$ cat src/rtl/seg7_pkg.sv
// Segment patterns shared by the hex-to-7-segment encoder and the scan read-back decoder.
// Bit order is {a,b,c,d,e,f,g}, active-high.
package seg7_pkg;

    localparam int SEG_W = 7;

    localparam logic [SEG_W-1:0] SEG_HEX_0 = 7'b1111110;
    localparam logic [SEG_W-1:0] SEG_HEX_1 = 7'b0110000;
    localparam logic [SEG_W-1:0] SEG_HEX_2 = 7'b1101101;
    localparam logic [SEG_W-1:0] SEG_HEX_3 = 7'b1111001;
    localparam logic [SEG_W-1:0] SEG_HEX_4 = 7'b0110011;
    localparam logic [SEG_W-1:0] SEG_HEX_5 = 7'b1011011;
    localparam logic [SEG_W-1:0] SEG_HEX_6 = 7'b1011111;
    localparam logic [SEG_W-1:0] SEG_HEX_7 = 7'b1110000;
    localparam logic [SEG_W-1:0] SEG_HEX_8 = 7'b1111111;
    localparam logic [SEG_W-1:0] SEG_HEX_9 = 7'b1111011;
    localparam logic [SEG_W-1:0] SEG_HEX_A = 7'b1110111;
    localparam logic [SEG_W-1:0] SEG_HEX_B = 7'b0011111;
    localparam logic [SEG_W-1:0] SEG_HEX_C = 7'b1001110;
    localparam logic [SEG_W-1:0] SEG_HEX_D = 7'b0111101;
    localparam logic [SEG_W-1:0] SEG_HEX_E = 7'b1001111;
    localparam logic [SEG_W-1:0] SEG_HEX_F = 7'b1000111;

endpackage

$ cat src/rtl/seg7_pattern_decode.sv
// Combinational inverse of the hex encoder: maps a segment pattern back to its nibble.
// Anything that is not one of the sixteen encoder outputs is flagged illegal and reads as 0.
module seg7_pattern_decode
    import seg7_pkg::*;
(
    input  logic [SEG_W-1:0] seg,
    output logic [3:0]       nibble,
    output logic             illegal
);

    always_comb begin
        nibble  = 4'h0;
        illegal = 1'b0;
        case (seg)
            SEG_HEX_0: nibble = 4'h0;
            SEG_HEX_1: nibble = 4'h1;
            SEG_HEX_2: nibble = 4'h2;
            SEG_HEX_3: nibble = 4'h3;
            SEG_HEX_4: nibble = 4'h4;
            SEG_HEX_5: nibble = 4'h5;
            SEG_HEX_6: nibble = 4'h6;
            SEG_HEX_7: nibble = 4'h7;
            SEG_HEX_8: nibble = 4'h8;
            SEG_HEX_9: nibble = 4'h9;
            SEG_HEX_A: nibble = 4'hA;
            SEG_HEX_B: nibble = 4'hB;
            SEG_HEX_C: nibble = 4'hC;
            SEG_HEX_D: nibble = 4'hD;
            SEG_HEX_E: nibble = 4'hE;
            SEG_HEX_F: nibble = 4'hF;
            default:   illegal = 1'b1;
        endcase
    end

endmodule

$ cat src/rtl/seg7_scan_decoder.sv
// Sniffs a multiplexed 7-segment bus, debounces each digit dwell and assembles
// the decoded nibbles into a full NUM_DIGITS-digit word once every digit has been seen.
module seg7_scan_decoder
    import seg7_pkg::*;
#(
    parameter int NUM_DIGITS    = 4,
    parameter int STABLE_CYCLES = 4
) (
    input  logic                    clk,
    input  logic                    rst,
    input  logic [SEG_W-1:0]        seg,
    input  logic [NUM_DIGITS-1:0]   dig_en,
    output logic [4*NUM_DIGITS-1:0] value,
    output logic [NUM_DIGITS-1:0]   digit_err,
    output logic                    value_valid,
    output logic                    frame_done,
    output logic                    onehot_err
);

    localparam int               CNT_W   = $clog2(STABLE_CYCLES + 1);
    localparam logic [CNT_W-1:0] CNT_MAX = CNT_W'(STABLE_CYCLES);

    logic [SEG_W-1:0]        seg_p1;
    logic [NUM_DIGITS-1:0]   dig_en_p1;
    logic [CNT_W-1:0]        cnt_p1;
    logic                    dwell_p1;
    logic [4*NUM_DIGITS-1:0] shadow_p1;
    logic [NUM_DIGITS-1:0]   shadow_err_p1;
    logic [NUM_DIGITS-1:0]   mask_p1;

    logic [3:0]              nibble;
    logic                    illegal;
    logic                    multi;
    logic                    good;
    logic                    same;
    logic                    dwell_eff;
    logic                    capture;
    logic                    frame_complete;
    logic [CNT_W-1:0]        cnt_next;
    logic [4*NUM_DIGITS-1:0] shadow_next;
    logic [NUM_DIGITS-1:0]   shadow_err_next;
    logic [NUM_DIGITS-1:0]   mask_next;

    seg7_pattern_decode u_decode (
        .seg     (seg),
        .nibble  (nibble),
        .illegal (illegal)
    );

    // Stage 0: classify the current sample against the previous one
    always_comb begin
        multi     = (dig_en & (dig_en - NUM_DIGITS'(1))) != '0;
        good      = (dig_en != '0) && !multi;
        same      = ({seg, dig_en} == {seg_p1, dig_en_p1});
        // A changed or bad sample starts a fresh dwell, so the old capture flag no longer applies.
        dwell_eff = good && same && dwell_p1;

        if (!good) begin
            cnt_next = '0;
        end else if (!same) begin
            cnt_next = CNT_W'(1);
        end else if (cnt_p1 == CNT_MAX) begin
            cnt_next = cnt_p1;
        end else begin
            cnt_next = cnt_p1 + CNT_W'(1);
        end

        capture         = good && (cnt_next == CNT_MAX) && !dwell_eff;
        shadow_next     = shadow_p1;
        shadow_err_next = shadow_err_p1;
        mask_next       = mask_p1;
        if (capture) begin
            for (int i = 0; i < NUM_DIGITS; i++) begin
                if (dig_en[i]) begin
                    shadow_next[4*i +: 4] = nibble;
                    shadow_err_next[i]    = illegal;
                    mask_next[i]          = 1'b1;
                end
            end
        end
        frame_complete = capture && (&mask_next);
    end

    // Stage 1: sample history, dwell tracking, shadow frame and published outputs
    always_ff @(posedge clk or posedge rst) begin
        if (rst) begin
            seg_p1        <= '0;
            dig_en_p1     <= '0;
            cnt_p1        <= '0;
            dwell_p1      <= 1'b0;
            shadow_p1     <= '0;
            shadow_err_p1 <= '0;
            mask_p1       <= '0;
            value         <= '0;
            digit_err     <= '0;
            value_valid   <= 1'b0;
            frame_done    <= 1'b0;
            onehot_err    <= 1'b0;
        end else begin
            seg_p1        <= seg;
            dig_en_p1     <= dig_en;
            cnt_p1        <= cnt_next;
            dwell_p1      <= capture || dwell_eff;
            shadow_p1     <= shadow_next;
            shadow_err_p1 <= shadow_err_next;
            mask_p1       <= frame_complete ? '0 : mask_next;
            frame_done    <= frame_complete;
            onehot_err    <= multi;
            if (frame_complete) begin
                value       <= shadow_next;
                digit_err   <= shadow_err_next;
                value_valid <= 1'b1;
            end
        end
    end

endmodule

$ cat config.mk
export PLATFORM = sky130hd
export DESIGN_NAME = seg7_scan_decoder
export DESIGN_NICKNAME = d
export VERILOG_FILES = /design/src/rtl/seg7_pkg.sv /design/src/rtl/seg7_pattern_decode.sv /design/src/rtl/seg7_scan_decoder.sv
export SDC_FILE = /design/constraint.sdc
export NUM_CORES = 1
export LEC_CHECK = 0
export ABC_CLOCK_PERIOD_IN_PS = 3000
export CAP_MARGIN = 20
export CORE_MARGIN = 2
export CORE_UTILIZATION = 30
export CTS_CLUSTER_DIAMETER = 80
export DETAILED_ROUTE_END_ITERATION = 16
export SLEW_MARGIN = 20
export SYNTH_ARGS = -nofsm -noshare
export SYNTH_HDL_FRONTEND = slang
export SYNTH_SLANG_ARGS = --single-unit
$ cat constraint.sdc
create_clock -name clk -period 3 [get_ports clk]
set_input_delay 0.3 -clock clk [delete_from_list [all_inputs] [get_ports clk]]
set_output_delay 0.3 -clock clk [all_outputs]
set_load 0.02 [all_outputs]
==> results_dict.tcl <==
set metrics [dict create \
    dr_wl_met3_um 252 \
    setup_tns_ns 0 \
    rrSetupSlack_ns 0.45 \
    finalSetupViolCount 0 \
    p_leak_nw 1.72 \
    fin_skew_ns 0.00860 \
    synth_area_leaders "dfrtp_1 53%, mux2_2 11%, mux2_4 5.1%" \
    drt_first_pass_iters 4 \
    cts_tree "yes" \
    hold_viol 0 \
    cts_root_buf "clkbuf_8" \
    clk-insertion-delay-late_ns 0.34 \
    path_clk_slew_ns 0.07 \
    status "complete, no violations" \
    cp_max_fo 10 \
    rsz0062_at_grt "no" \
    synth_cell_types 48 \
    cap_violations 0 \
    clk_path_buf_depth 2 \
    routed-wl-met2_um 2820 \
    die_area_sq_um 10600 \
    synth_top_area_frac 0.529 \
    synth_edf_count 0 \
    core_area_sq_um 9640 \
    max_slew_margin 0.637 \
    grt-ovfl-total 0 \
    num-nets-final 297 \
    row_count 36 \
    crit_required_ns 3.22 \
    peakVddDrop_uv 213 \
    place_inst 404 \
    period_needed_ns 2.58 \
    syn-num-nets 250 \
    pin_count 36 \
    fill_cells 938 \
    grt.total_usage 0.125 \
    antenna_cells 0 \
    endpoint_kind "register" \
    multi_input_area_sq_um 1270 \
    synth_area_sq_um 2930 \
    htreeDepth 3 \
    post-route-util 0.386 \
    drtAntennaViolNets 0 \
    synth_top_cell_by_area "dfrtp_1" \
    drc 0 \
    yosysSeqAreaShare 0.529 \
    syn_to_final_growth_pct 26.7 \
    regArea_sq_um 1550 \
    cts_sinks 62 \
    initial_core_util 0.304 \
    viasPerCell 4.58 \
    max_freq_mhz 388 \
    grt_pass1_wl_um 9920 \
    routabilityCongestion 0.755 \
    worstMarginPinSlew_ns 0.531 \
    syn_avg_cell_area_sq_um 12.5 \
    synth_top_flop_cell "dfrtp_1" \
    dr_total_vias 1922 \
    async_flop_share 1.00 \
    grt_start_max_net_pins 29 \
    final_layout_size_suffix_gt1_frac 0.279 \
    postPlaceCellArea_sq_um 3490 \
    hp-class "in -> async" \
    die_y_um 103 \
    layout_common_cells "62 x dfrtp_1, 35 x clkdlybuf4s50_1, 29 x mux2_2, 15 x nor2_1, 14 x buf_4" \
    finalInstanceArea_sq_um 3720 \
    hold_ws_ns 0.245 \
    fin_crit_sh 0.860 \
    hold_buffers 0 \
    crit_arrival_ns 2.80 \
    fin_cells 420 \
    antenna_found_initial 0 \
    hpwl_um 4220 \
    postCtsResizedCells 0 \
    postCtsSetupBuffers 0 \
    grt_pass1_vias 1927 \
    start_kind "input pin" \
    yosys_warnings 0 \
    synth_cells 235 \
    slew_viol_final 0 \
    die_x_um 103 \
    numPortBuffers 35 \
    top_layer "met4" \
    wl_um 5980 \
    critPathLaunch "seg[2]" \
    met1_length_um 2820 \
    cellPowerDensity_nw_per_um2 489 \
    path_class "in -> reg" \
    r2r_start "cnt_p1[0]$_DFF_PP0_" \
    ys_ff_latch 62 \
    dr.first_iter.drc_count 85 \
    final_common_cell "dfrtp_1" \
    cts_buffers 9 \
    drt-wirelength-per-cell_um 14.2 \
]
-- flip-flops by register name (all words and copies together), names as in the netlist, 3 cells and up --
register,cells
cnt_p1,3
shadow_p1,16
value,16
digit_err,4
shadow_err_p1,4
seg_p1,7
mask_p1,4
dig_en_p1,4
-- kinds of logic after synthesis --
kind of cell               Yosys count  share of synthesized area
and+or+nand+nor                     65                      0.147
DFF                                 62                      0.529
muxes                               40                      0.166
AOI/OAI and AO/OA                   28                     0.0678
buffers and inverters               23                     0.0367
xor gates and xnor gates            14                     0.0418
adders and majority gates            3                     0.0119
-- synthesized netlist by cell type, types with 4 or more instances --
cell type   n
buf_2       5
nand3b_1    5
nand2b_1    7
o21ai_0     5
nand3_1     5
mux2_4     10
nor3_1      6
dfrtp_1    62
a31oi_1     4
nor2_1     15
clkbuf_1    5
mux2_2     29
inv_1      10
xor2_1     11
nand2_1     5
-- final cells by class --
class                           instances  area share
Clock inverter                          5      0.0219
Sequential cell                        62       0.417
Multi-Input combinational cell        150       0.343
Tap cell                              133      0.0448
Timing Repair Buffer                   49       0.122
Inverter                               10      0.0101
Clock buffer                           11      0.0407
-- critical path, cell delays in order --
cell             delay [ns]
clkdlybuf4s50_1        0.70
buf_4                  0.20
nand2b_1               0.05
a2111oi_0              0.54
nand2b_1               0.19
and4bb_1               0.27
mux2_4                 0.30
mux2_2                 0.26
-- per-stage QoR --
stage,setup WS (ns),power (mW)
2_1_floorplan,0.684,0.950
6_report,0.420,1.82
4_1_cts,0.425,1.85
3_3_place_gp,0.120,1.00
3_5_place_dp,0.0965,1.00
5_1_grt,0.227,1.90
-- worst paths after layout --
| check | endpoint | cells past startpoint |
|---|---|---|
| worst max-delay path | digit_err[0]$_DFFE_PP0P_ | 8 |
| worst min-delay path | dig_en_p1[3]$_DFF_PP0_ | 2 |
| worst max register to register | value[8]$_DFFE_PP0P_ | 8 |
| worst min register to register | value_valid$_DFFE_PP0P_ | 1 |
| max in group asynchronous | digit_err[0]$_DFFE_PP0P_ | 3 |
| min in group clk | value_valid$_DFFE_PP0P_ | 1 |
-- report_power, final --
| group | internal (mW) | switching (mW) |
|---|---|---|
| Clock | 0.513 | 0.320 |
| Sequential | 0.846 | 0.00532 |
| Combinational | 0.0546 | 0.0789 |
| Total | 1.41 | 0.404 |
-- per-layer routing --
metal  GRT usage  vias to the layer above
met5           0                        -
met4      0.0486                        0
met2       0.195                       35
li1            -                      924
met1       0.164                      952
met3      0.0393                       11
Power figures use the tool's default switching activity.
